$ cat src/rtl/operand_fetch_stage_pkg.sv
// operand_fetch_stage_pkg: shared widths, stage bundle and write-back port types
package operand_fetch_stage_pkg;
  localparam int WORD_LENGTH = 32;
  localparam int REG_CNT = 16;
  localparam int REG_IDX_W = 4;
  localparam int INSTR_W = 32;
  typedef struct packed {
    logic [INSTR_W-1:0] instr;
    logic [WORD_LENGTH-1:0] opnd_a;
    logic [WORD_LENGTH-1:0] opnd_b;
    logic [WORD_LENGTH-1:0] opnd_x;
    logic [REG_IDX_W-1:0] rd;
    logic rd_we;
  } opnd_bundle_t;
  typedef struct packed {
    logic en;
    logic [REG_IDX_W-1:0] addr;
    logic [WORD_LENGTH-1:0] data;
  } wb_port_t;
  // R0 is hardwired zero, so a write-back to it never matches a source
  function automatic logic wb_hit(input wb_port_t p, input logic [REG_IDX_W-1:0] idx);
    return p.en && p.addr == idx && idx != '0;
  endfunction
endpackage

$ cat src/rtl/operand_fetch_stage_reg_scoreboard.sv
// operand_fetch_stage_reg_scoreboard: pending-write bits with set, two clears and owner clear
module operand_fetch_stage_reg_scoreboard
  import operand_fetch_stage_pkg::*;
(
  input  logic                 clk,
  input  logic                 rst_n,
  input  logic                 set_en,
  input  logic [REG_IDX_W-1:0] set_addr,
  input  logic                 clr0_en,
  input  logic [REG_IDX_W-1:0] clr0_addr,
  input  logic                 clr1_en,
  input  logic [REG_IDX_W-1:0] clr1_addr,
  input  logic                 own_en,
  input  logic [REG_IDX_W-1:0] own_addr,
  input  logic [REG_IDX_W-1:0] q_addr [4],
  output logic [3:0]           q_pend
);
  logic [REG_CNT-1:0] bits, nxt;
  always_comb begin
    nxt = bits;
    if (clr0_en) nxt[clr0_addr] = 1'b0;
    if (clr1_en) nxt[clr1_addr] = 1'b0;
    if (own_en) nxt[own_addr] = 1'b0;
    if (set_en) nxt[set_addr] = 1'b1;
    nxt[0] = 1'b0;
  end
  always_ff @(posedge clk or negedge rst_n)
    if (!rst_n) bits <= '0;
    else bits <= nxt;
  for (genvar g = 0; g < 4; g++) begin : g_look
    assign q_pend[g] = bits[q_addr[g]];
  end
endmodule

$ cat src/rtl/operand_fetch_stage.sv
// operand_fetch_stage: register-file read, write-back bypass, hazard stall and operand register
module operand_fetch_stage
  import operand_fetch_stage_pkg::*;
#(
  parameter int WORD_W = WORD_LENGTH
)(
  input  logic                 clk,
  input  logic                 rst_n,
  input  logic                 in_valid,
  output logic                 in_ready,
  input  logic [INSTR_W-1:0]   in_instr,
  input  logic [REG_IDX_W-1:0] in_src_a,
  input  logic [REG_IDX_W-1:0] in_src_b,
  input  logic [REG_IDX_W-1:0] in_src_x,
  input  logic                 in_use_a,
  input  logic                 in_use_b,
  input  logic                 in_use_x,
  input  logic [REG_IDX_W-1:0] in_rd,
  input  logic                 in_rd_we,
  output logic [REG_IDX_W-1:0] rf_raddr_a,
  output logic [REG_IDX_W-1:0] rf_raddr_b,
  output logic [REG_IDX_W-1:0] rf_raddr_x,
  input  logic [WORD_W-1:0]    rf_rdata_a,
  input  logic [WORD_W-1:0]    rf_rdata_b,
  input  logic [WORD_W-1:0]    rf_rdata_x,
  input  logic                 wb0_en,
  input  logic [REG_IDX_W-1:0] wb0_addr,
  input  logic [WORD_W-1:0]    wb0_data,
  input  logic                 wb1_en,
  input  logic [REG_IDX_W-1:0] wb1_addr,
  input  logic [WORD_W-1:0]    wb1_data,
  input  logic                 flush,
  output logic                 out_valid,
  input  logic                 out_ready,
  output logic [INSTR_W-1:0]   out_instr,
  output logic [WORD_W-1:0]    out_opnd_a,
  output logic [WORD_W-1:0]    out_opnd_b,
  output logic [WORD_W-1:0]    out_opnd_x,
  output logic [REG_IDX_W-1:0] out_rd,
  output logic                 out_rd_we
);
  wb_port_t wb0, wb1;
  opnd_bundle_t d, q;
  logic [REG_IDX_W-1:0] q_addr [4];
  logic [3:0] pend;
  logic hazard, accept;
  assign wb0 = '{en: wb0_en, addr: wb0_addr, data: wb0_data};
  assign wb1 = '{en: wb1_en, addr: wb1_addr, data: wb1_data};
  function automatic logic cleared(input logic [REG_IDX_W-1:0] idx);
    return wb_hit(wb0, idx) || wb_hit(wb1, idx);
  endfunction
  // wb1 outranks wb0, matching the register file's same-address double-write order
  function automatic logic [WORD_W-1:0] resolve(input logic en, input logic [REG_IDX_W-1:0] src,
                                                input logic [WORD_W-1:0] rf);
    return !en ? '0 : wb_hit(wb1, src) ? wb1.data : wb_hit(wb0, src) ? wb0.data : src == '0 ? '0 : rf;
  endfunction
  assign rf_raddr_a = in_src_a;
  assign rf_raddr_b = in_src_b;
  assign rf_raddr_x = in_src_x;
  assign q_addr = '{in_src_a, in_src_b, in_src_x, in_rd};
  assign hazard = (in_use_a && pend[0] && !cleared(in_src_a)) ||
                  (in_use_b && pend[1] && !cleared(in_src_b)) ||
                  (in_use_x && pend[2] && !cleared(in_src_x)) ||
                  (in_rd_we && pend[3] && !cleared(in_rd));
  assign in_ready = (!out_valid || out_ready) && !hazard && !flush;
  assign accept = in_valid && in_ready;
  assign d = '{instr: in_instr, opnd_a: resolve(in_use_a, in_src_a, rf_rdata_a),
               opnd_b: resolve(in_use_b, in_src_b, rf_rdata_b),
               opnd_x: resolve(in_use_x, in_src_x, rf_rdata_x), rd: in_rd, rd_we: in_rd_we};
  always_ff @(posedge clk or negedge rst_n)
    if (!rst_n) begin
      out_valid <= 1'b0;
      q <= '0;
    end else if (accept) begin
      out_valid <= 1'b1;
      q <= d;
    end else if (flush || out_ready) out_valid <= 1'b0;
  operand_fetch_stage_reg_scoreboard u_sb (
    .clk       (clk),
    .rst_n     (rst_n),
    .set_en    (accept && in_rd_we),
    .set_addr  (in_rd),
    .clr0_en   (wb0_en),
    .clr0_addr (wb0_addr),
    .clr1_en   (wb1_en),
    .clr1_addr (wb1_addr),
    .own_en    (flush && out_valid && q.rd_we),
    .own_addr  (q.rd),
    .q_addr    (q_addr),
    .q_pend    (pend)
  );
  assign out_instr = q.instr;
  assign out_opnd_a = q.opnd_a;
  assign out_opnd_b = q.opnd_b;
  assign out_opnd_x = q.opnd_x;
  assign out_rd = q.rd;
  assign out_rd_we = q.rd_we;
endmodule

$ cat config.mk
export PLATFORM = sky130hd
export DESIGN_NAME = operand_fetch_stage
export DESIGN_NICKNAME = d
export VERILOG_FILES = /design/src/rtl/operand_fetch_stage_pkg.sv /design/src/rtl/operand_fetch_stage_reg_scoreboard.sv /design/src/rtl/operand_fetch_stage.sv
export SDC_FILE = /design/constraint.sdc
export NUM_CORES = 1
export LEC_CHECK = 0
export BUFFER_PORTS_ARGS = -buffer_cell sky130_fd_sc_hd__buf_2
export CAP_MARGIN = 20
export CORE_MARGIN = 2
export CORE_UTILIZATION = 37
export DETAILED_ROUTE_END_ITERATION = 8
export PLACE_DENSITY = 0.67
export SLEW_MARGIN = 0
export SYNTH_ARGS = -nofsm -noshare
export SYNTH_HDL_FRONTEND = slang
export SYNTH_SLANG_ARGS = --single-unit
$ cat constraint.sdc
create_clock -name clk -period 3.3 [get_ports clk]
set_input_delay 0.33 -clock clk [delete_from_list [all_inputs] [get_ports clk]]
set_output_delay 0.33 -clock clk [all_outputs]
set_load 0.03 [all_outputs]
==> impl_metrics.env <==
export IMPL_required_ns=2.97
export IMPL_fin_tns_setup_ns=0
export IMPL_worstMarginPinSlew_ns=0.767
export IMPL_r2r_end="out_opnd_x[1]$_DFFE_PN0P_"
export IMPL_ys_flop_type="dfrtp_1"
export IMPL_crit_end="in_ready"
export IMPL_slowest_delay_ns=0.48
export IMPL_drive_gt1_share_pct=37.9
export IMPL_areaGrowthSynthToFinish_pct=28.9
export IMPL_slew_limit_headroom_pct=48.9
export IMPL_min_period_ns=3.00
export IMPL_cts_setup_buffers=0
export IMPL_wl_mm=34.7
export IMPL_dieArea_sq_um=26900
export IMPL_cp_num_buf_inv=1
export IMPL_ios=374
export IMPL_worst_path_max_fanout=5
export IMPL_ir_worst_vdd_v=0.000288
export IMPL_topRoutingLayerUsed="met5"
export IMPL_r2r_start="u_sb.bits[15]$_DFF_PN0_"
export IMPL_yosys_area_share_simple_pct=16.3
export IMPL_yosys_area_share_adder_pct=0
export IMPL_synthCells=991
export IMPL_grt_overflow=0
export IMPL_avgSynthCellArea_sq_um=9.57
export IMPL_coreArea_sq_um=25200
export IMPL_cts_tree="built"
export IMPL_grt_max_degree=74
export IMPL_end_kind="output pin"
export IMPL_cp_top_family="multiplexers"
export IMPL_min_period_over_period_pct=90.8
export IMPL_start_util_pct=37.7
export IMPL_drc_errors=0
export IMPL_hold_viol=0
export IMPL_setup_viol_count_final=0
export IMPL_synth_area_leaders="dfrtp_1 39%, mux2_1 11%, mux2_2 5.3%"
export IMPL_max_cap_violations=0
export IMPL_clock_sinks=149
export IMPL_clock_skew_ns=0.0154
export IMPL_synth_top_family_by_area="multiplexers"
export IMPL_clkTransAtPathRegs_ns=0.08
export IMPL_gp_congestion=0.915
export IMPL_power_density_nw_per_um2=562
export IMPL_grt_first_pass_wirelength_mm=51.1
export IMPL_synth_xor_area_share_pct=2.40
export IMPL_routedWlPerCell_um=21.0
export IMPL_startpoint_type="register"
export IMPL_dp_hpwl_mm=24.0
export IMPL_synth_edff_count=0
export IMPL_die_h_um=164
export IMPL_htree_levels=4
export IMPL_rsz0062_at_grt="no"
export IMPL_grt_pass1_vias=8694
export IMPL_cts_root_buf="clkbuf_16"
export IMPL_ys_warn_count=0
export IMPL_synthMuxAreaShare_pct=19.5
export IMPL_vias=9310
export IMPL_synth_compound_area_share_pct=17.1
export IMPL_arrival_ns=2.67
export IMPL_synth_cell_area_sq_um=9480
export IMPL_syn_num_nets=1218
export IMPL_num_nets_final=1529
export IMPL_route_met2_wl_mm=16.6
export IMPL_synthArstFlopShare_pct=100
export IMPL_drt_iter0_drc=926
export IMPL_antenna_found_initial=10
export IMPL_layout_cells_non_filler=1653
export IMPL_placed_cells=1612
export IMPL_synth_top_area_share_pct=39.3
export IMPL_regToRegSetupSlack_ns=0.39
export IMPL_leakagePower_nw=5.87
export IMPL_dr_pass1_iters=5
export IMPL_die_x_um=164
export IMPL_outcome="finished clean"
export IMPL_synth_distinct_cells=50
export IMPL_worstPathCellList="mux4_2, mux4_2, nand4b_1, nand3_1, nor3_1, buf_2"
export IMPL_holdCritPathClass="input port to register"
export IMPL_max_freq_mhz=334
export IMPL_cts_max_path_buffers=2
export IMPL_clk_latency_ns=0.43
export IMPL_numCtsBuffers=17
export IMPL_worst_setup_path_type="register to output pin"
export IMPL_met3_length_mm=3.07
export IMPL_drv_slew=0
export IMPL_rows=58
export IMPL_startpoint="u_sb.bits[15]$_DFF_PN0_"
export IMPL_antenna_left=0
export IMPL_m1WireLength_mm=14.2
export IMPL_cp_depth=6
export IMPL_yosysSeqAreaShare_pct=39.3
export IMPL_vias_per_cell=5.63
export IMPL_io_buffers=373
export IMPL_synth_seq_cells=149
export IMPL_yosys_area_top_type="dfrtp_1"
export IMPL_grt_use_total_pct=25.0
export IMPL_cpMaxStageDelayCell="mux4_2"
export IMPL_crit_top_cell="mux4_2"
export IMPL_rr_worst_depth=8
## layout make-up
class | instances | area (sq um)
inverter | 6 | 22.5
clock buffer | 18 | 429
clock inverter | 14 | 161
fill | 2437 | 13000
tap | 330 | 413
timing repair buffer | 396 | 2120
multi-input combinational | 732 | 5330
sequential | 149 | 3730
antenna | 8 | 20.0
## cells by family after synthesis
family                 after synthesis
buffers and inverters              110
multiplexers                       152
AO/OA/AOI/OAI                      251
AND/OR/NAND/NOR                    303
XOR/XNOR                            26
flip-flops                         149
## state kept, by name (all words and copies together) (netlist names)
name and count:
out_opnd_a 32, out_opnd_x 32, out_rd_we 1, out_instr 32
out_valid 1, u_sb.bits 15, out_rd 4, out_opnd_b 32
## worst min path at each step
stage                                       to         start  slack (ns)  cells past startpoint
global route         out_instr[11]$_DFFE_PN0P_  in_instr[11]        0.10                      2
CTS                  out_instr[11]$_DFFE_PN0P_  in_instr[11]         0.1                      2
floorplan             out_instr[0]$_DFFE_PN0P_         rst_n        0.03                      0
finish                out_instr[0]$_DFFE_PN0P_   in_instr[0]        0.11                      2
global placement    out_opnd_a[25]$_DFFE_PN0P_         rst_n        0.28                      1
detailed placement  out_opnd_a[24]$_DFFE_PN0P_         rst_n        0.28                      1
## what timing repair did
item,4_1_cts,5_1_grt
hold endpoints to repair,41,0
resized for setup,0,0
hold buffers,1,0
## layout by cell type (no fill, tap or decap), types with 11 or more instances in the layout
| cell | Yosys | final |
|---|---|---|
| buf_2 | 8 | 372 |
| dfrtp_1 | 149 | 149 |
| mux2_1 | 94 | 94 |
| nor2_1 | 92 | 92 |
| nand2_1 | 85 | 85 |
| a21oi_1 | 71 | 67 |
| nor3b_1 | 66 | 66 |
| a211oi_1 | 64 | 64 |
| mux2_2 | 45 | 45 |
| o21ai_0 | 35 | 35 |
| a31oi_1 | 33 | 33 |
| xnor2_1 | 18 | 18 |
| clkbuf_16 | 0 | 17 |
| buf_4 | 23 | 16 |
| mux4_2 | 12 | 12 |
| a21o_1 | 11 | 11 |
## report_power, final
group	leakage (nW)	switching, mW	internal, mW
clock	0.291	0.924	1.08
sequential	1.90	0.241	2.23
combinational	3.68	1.56	0.831
total	5.87	2.73	4.14
## per-layer routing
layer  vias to the layer above  track usage, %
met1                      4523            32.7
met3                        63            6.49
met2                       474            40.0
li1                       4246               -
met4                         4            8.73
met5                         -               0
## synth_stat cells, types with 2 or more instances
cell / instances
dfrtp_1: 149
mux2_1: 94
nor2_1: 92
nand2_1: 85
a21oi_1: 71
nor3b_1: 66
a211oi_1: 64
clkbuf_1: 61
mux2_2: 45
o21ai_0: 35
a31oi_1: 33
buf_4: 23
xnor2_1: 18
buf_1: 12
mux4_2: 12
a21o_1: 11
nand3_1: 11
a22oi_1: 9
nor3_1: 9
buf_2: 8
xor2_1: 8
nor2b_1: 7
o211a_1: 7
inv_1: 6
nand2b_1: 5
nand4_1: 5
a32oi_1: 4
nand3b_1: 4
nor4_1: 4
o2bb2ai_1: 4
or3_1: 4
and3_1: 3
o311a_1: 3
nand4b_1: 2
o211ai_1: 2
## through the flow
step | hold slack, ns | worst slack [ns] | area [sq um] | utilization [%] | total power [mW]
3_3_place_gp | 0.278 | 0.276 | 11600 | 46.1 | 4.86
5_1_grt | 0.102 | 0.236 | 12200 | 48.6 | 7.20
6_report | 0.111 | 0.302 | 12200 | 48.6 | 6.87
3_5_place_dp | 0.277 | 0.251 | 11600 | 46.1 | 4.90
4_1_cts | 0.0962 | 0.315 | 12200 | 48.5 | 6.92
2_1_floorplan | 0.0344 | 0.527 | 9480 | - | 4.01
Note: power is estimated with default switching activity, not from simulation.
